[src/rtl/decode_scan.sv]
// decode_scan: registered one-hot decoder with direct/scan-up/hold/scan-down modes; in W,En,Mode,Load; out Y(onehot),Idx,Wrap(pulse)
module decode_scan #(
  parameter int N = 2,
  parameter int DIV = 4
) (
  input  logic            Clock,
  input  logic            Resetn,
  input  logic [N-1:0]    W,
  input  logic            En,
  input  logic [1:0]      Mode,
  input  logic            Load,
  output logic [2**N-1:0] Y,
  output logic [N-1:0]    Idx,
  output logic            Wrap
);
  localparam int M = 2**N;
  localparam int CW = DIV > 1 ? $clog2(DIV) : 1;
  localparam logic [CW-1:0] CMAX = CW'(DIV - 1);
  logic [CW-1:0] cnt;
  logic          up;
  logic [N-1:0]  nxt;
  always_comb begin
    up = ~Mode[1];
    nxt = up ? Idx + N'(1) : Idx - N'(1);
  end
  always_ff @(posedge Clock or negedge Resetn)
    if (!Resetn) begin
      Y <= '0;
      Idx <= '0;
      cnt <= '0;
      Wrap <= 1'b0;
    end else if (!En) begin
      Y <= '0;
      Wrap <= 1'b0;
    end else if (Mode == 2'b10) begin
      Wrap <= 1'b0;
    end else if (Mode == 2'b00 || Load) begin
      Idx <= W;
      cnt <= '0;
      Y <= M'(1) << W;
      Wrap <= 1'b0;
    end else if (cnt != CMAX) begin
      cnt <= cnt + CW'(1);
      Wrap <= 1'b0;
    end else begin
      cnt <= '0;
      Idx <= nxt;
      Y <= M'(1) << nxt;
      Wrap <= up ? &Idx : ~|Idx;
    end
endmodule

[config.mk]
export PLATFORM = sky130hd
export DESIGN_NAME = decode_scan
export DESIGN_NICKNAME = d
export VERILOG_FILES = /design/src/rtl/decode_scan.sv
export SDC_FILE = /design/constraint.sdc
export NUM_CORES = 1
export LEC_CHECK = 0
export BUFFER_PORTS_ARGS = -buffer_cell sky130_fd_sc_hd__clkbuf_2
export CAP_MARGIN = 20
export CORE_UTILIZATION = 30
export DETAILED_ROUTE_END_ITERATION = 7
export SKIP_LAST_GASP = 1
export SYNTH_ARGS = -nofsm -noshare
export SYNTH_HDL_FRONTEND = slang
export SYNTH_SLANG_ARGS = --single-unit
[constraint.sdc]
create_clock -name Clock -period 1.5 [get_ports Clock]
set_input_delay 0.3 -clock Clock [delete_from_list [all_inputs] [get_ports Clock]]
set_output_delay 0.3 -clock Clock [all_outputs]
set_load 0.05 [all_outputs]
==> results.ini <==
[global_route]
antenna_found_initial = 0
grt_pass1_wl_mm = 1.869
grt_overflow = 0
grt_max_degree = 10
grt_pass1_vias = 426
track_usage_pct = 14.51

[critical_path]
crit_cells = 4
critPathSlowestCell = dfrtp_2
cpLargestDelayFamily = flip-flops
crit_path_end_kind = flip-flop
rr_startpoint = Idx[0]
crit_arrival_ps = 1580
worstSetupPathType = flip-flop to flip-flop
crit_chain = xor2_2, a211oi_2, or3_4, a32o_1
max_stage_delay_ps = 420
required_ps = 1650
critPathLaunch = Idx[0]
r2r_cells = 4
start_kind = flip-flop
worstPathMaxFanout = 3
crit_buf_inv = 0

[synthesis]
ys_seq_area_share_pct = 47.24
syn_avg_cell_area_sq_um = 10.83
synthMuxAreaShare_pct = 2.100
synthXorXnorAreaFrac_pct = 1.837
syn_nets = 53
synth_compound_area_share_pct = 23.62
syn-cell-area_sq_um = 476.7
synth-simple-area-share_pct = 21.00
ys_seq_elements = 9
synth-adder-area-share_pct = 2.625
synth_cell_types = 25
syn-instance-count = 44
ys_warn_count = 0
synth_top_family_by_area = compound AO/OA/AOI/OAI gates

[power]
irDropWorstVdd_mv = 0.6177
p_leak_nw = 0.3195
power_density_mw_per_mm2 = 1212

[timing]
skew_ps = 6.859
max_freq_mhz = 695.9
rsz0062_at_grt = no
whs_ps = 388.3
slew_headroom_pct = 81.62
setup_ws_ps = 62.98
hold_violations = 0
final-setup-viol-count = 0
final_max_slew_viol_count = 0
min_period_ps = 1437
tightest_slew_ps = 276.9
period_share_pct = 95.80

[routing]
drt_first_pass_iters = 2
met1_length_microns = 482
wl_met2_microns = 460
route.detailed.drc = 0
wl_per_cell_microns = 12.24
vias = 419
viasPerCell = 5.110
wl_met3_microns = 60
drt_iter0_markers = 2
highest_layer = met3
drtAntennaViolNets = 0
finalWirelength_mm = 1.004

[layout]
layout_commonest_cell = clkbuf_2
multi_input_area_sq_um = 256.5
seqCellArea_sq_um = 227.7
area_delta_synth_final_pct = 34.38
final_cell_mix = clkbuf_2 (14), dfrtp_1 (7), nor2_1 (4), a32o_1 (4)
final_core_util_pct = 43.03
n_antenna_cell = 0
final_area_sq_um = 640.6
nFillCells = 151
fin_nets = 76
drive_above_1_share_pct = 45.45
layout.cells.non_filler = 82

[die]
dieHeight_microns = 41.86
io_pins = 15
row_count = 14
die_area_sq_mm = 0.001752
die_x_microns = 41.86
initial_core_util_pct = 32.02
coreArea_sq_mm = 0.001489

[placed_design]
place_congestion = 0.8191
placed_area_sq_um = 591.8
portBuffers = 14
place_worst_setup_slack_ps = 37.15
post-place-cells = 77
post-dp-hpwl_microns = 787.9

[status]
status = finished clean

[clock_network]
clk_latency_ps = 260
root_buffer = clkbuf_4
cts_max_level = 1
cts_buffers = 3
cts.sinks = 9
cts_tree = built
clock_path_buffers = 2
cts.clk_slew.worst_paths_ps = 60
cts_setup_buffers = 0

[hold_path]
worstHoldStart = En
hp-class = input pin to flip-flop
hold_depth = 2

[flow_run]
max_cap_viol_count = 0

synth_stat cells:
master,number,area share (%)
a22o_1,2,3.7
a32o_1,4,8.4
o22ai_1,1,1.3
and3_1,1,1.3
mux2i_1,1,2.1
xor2_1,1,1.8
and2b_2,1,1.8
o21bai_1,1,1.6
nor2_1,4,3.1
nand2_1,3,2.4
a211oi_1,1,1.6
o21ai_1,1,1.0
or3_4,1,2.4
ha_1,1,2.6
nor3_1,1,1.0
o21ai_2,1,1.8
o211ai_1,1,1.6
nand2b_1,2,2.6
a21oi_1,1,1.0
dfrtp_1,9,47
inv_1,2,1.6
nor3b_2,1,2.6
o21a_1,1,1.6
nand2b_2,1,1.8
nor2b_2,1,1.8
per-layer routing:
layer	vias to the layer above	global-route usage, %
met4	0	3.871
met2	12	20.94
met1	200	18.84
li1	207	-
met5	-	0
met3	0	7.826
metrics by stage:
stage / total power [mW] / TNS, ps
finish: 0.7766 / 0
global route: 0.8290 / 0
CTS: 0.7760 / 0
detailed placement: 0.5785 / 0
global placement: 0.5758 / 0
floorplan: 0.4878 / -17.07
area by class of cell:
class / count / share of cell area, %
Tap cell: 16 / 3.125
Inverter: 2 / 1.172
Multi-Input combinational cell: 33 / 40.04
Sequential cell: 9 / 35.55
Timing Repair Buffer: 18 / 16.02
Clock buffer: 4 / 4.102
flip-flops by register name (all words and copies together) (netlist names):
| name | flops |
|---|---|
| Wrap | 1 |
| cnt | 2 |
| Y | 4 |
| Idx | 2 |
cell families (layout without fill, tap and decap cells):
| group | after synthesis | in the layout |
|---|---|---|
| buf+inv | 2 | 24 |
| flops | 9 | 9 |
| xor+xnor | 1 | 1 |
| mux | 1 | 1 |
| fa+ha+maj | 1 | 1 |
| simple gates | 16 | 16 |
| compound gates | 14 | 14 |
worst reg2reg max path, stage by stage, from the launching register on:
cell	delay [ps]
dfrtp_2	420
xor2_2	210
a211oi_2	80
or3_4	380
a32o_1	220
final timing paths:
| path | slack, ps | endpoint |
|---|---|---|
| setup / recovery | 60 | Y[0] |
| hold / removal | 390 | Y[1] |
| setup reg to reg | 60 | Y[0] |
| hold reg to reg | 510 | cnt[1] |
| max in group asynchronous | 880 | Idx[1] |
| min in group asynchronous | 420 | Y[1] |
power breakdown:
group	switching [mW]	total, mW	internal, mW	leakage, nW
combinational	0.182	0.291	0.108	0.188
clock	0.0871	0.190	0.103	0.0150
sequential	0.0223	0.296	0.274	0.116
total	0.292	0.777	0.485	0.319
timing repair:
item / 4_1_cts / 5_1_grt
hold buffers: 1 / 0
endpoints found under the hold margin: 9 / 0
resized for setup: 0 / 2
endpoints found under the setup margin: 0 / 2
Note: power is estimated with default switching activity, not from simulation.
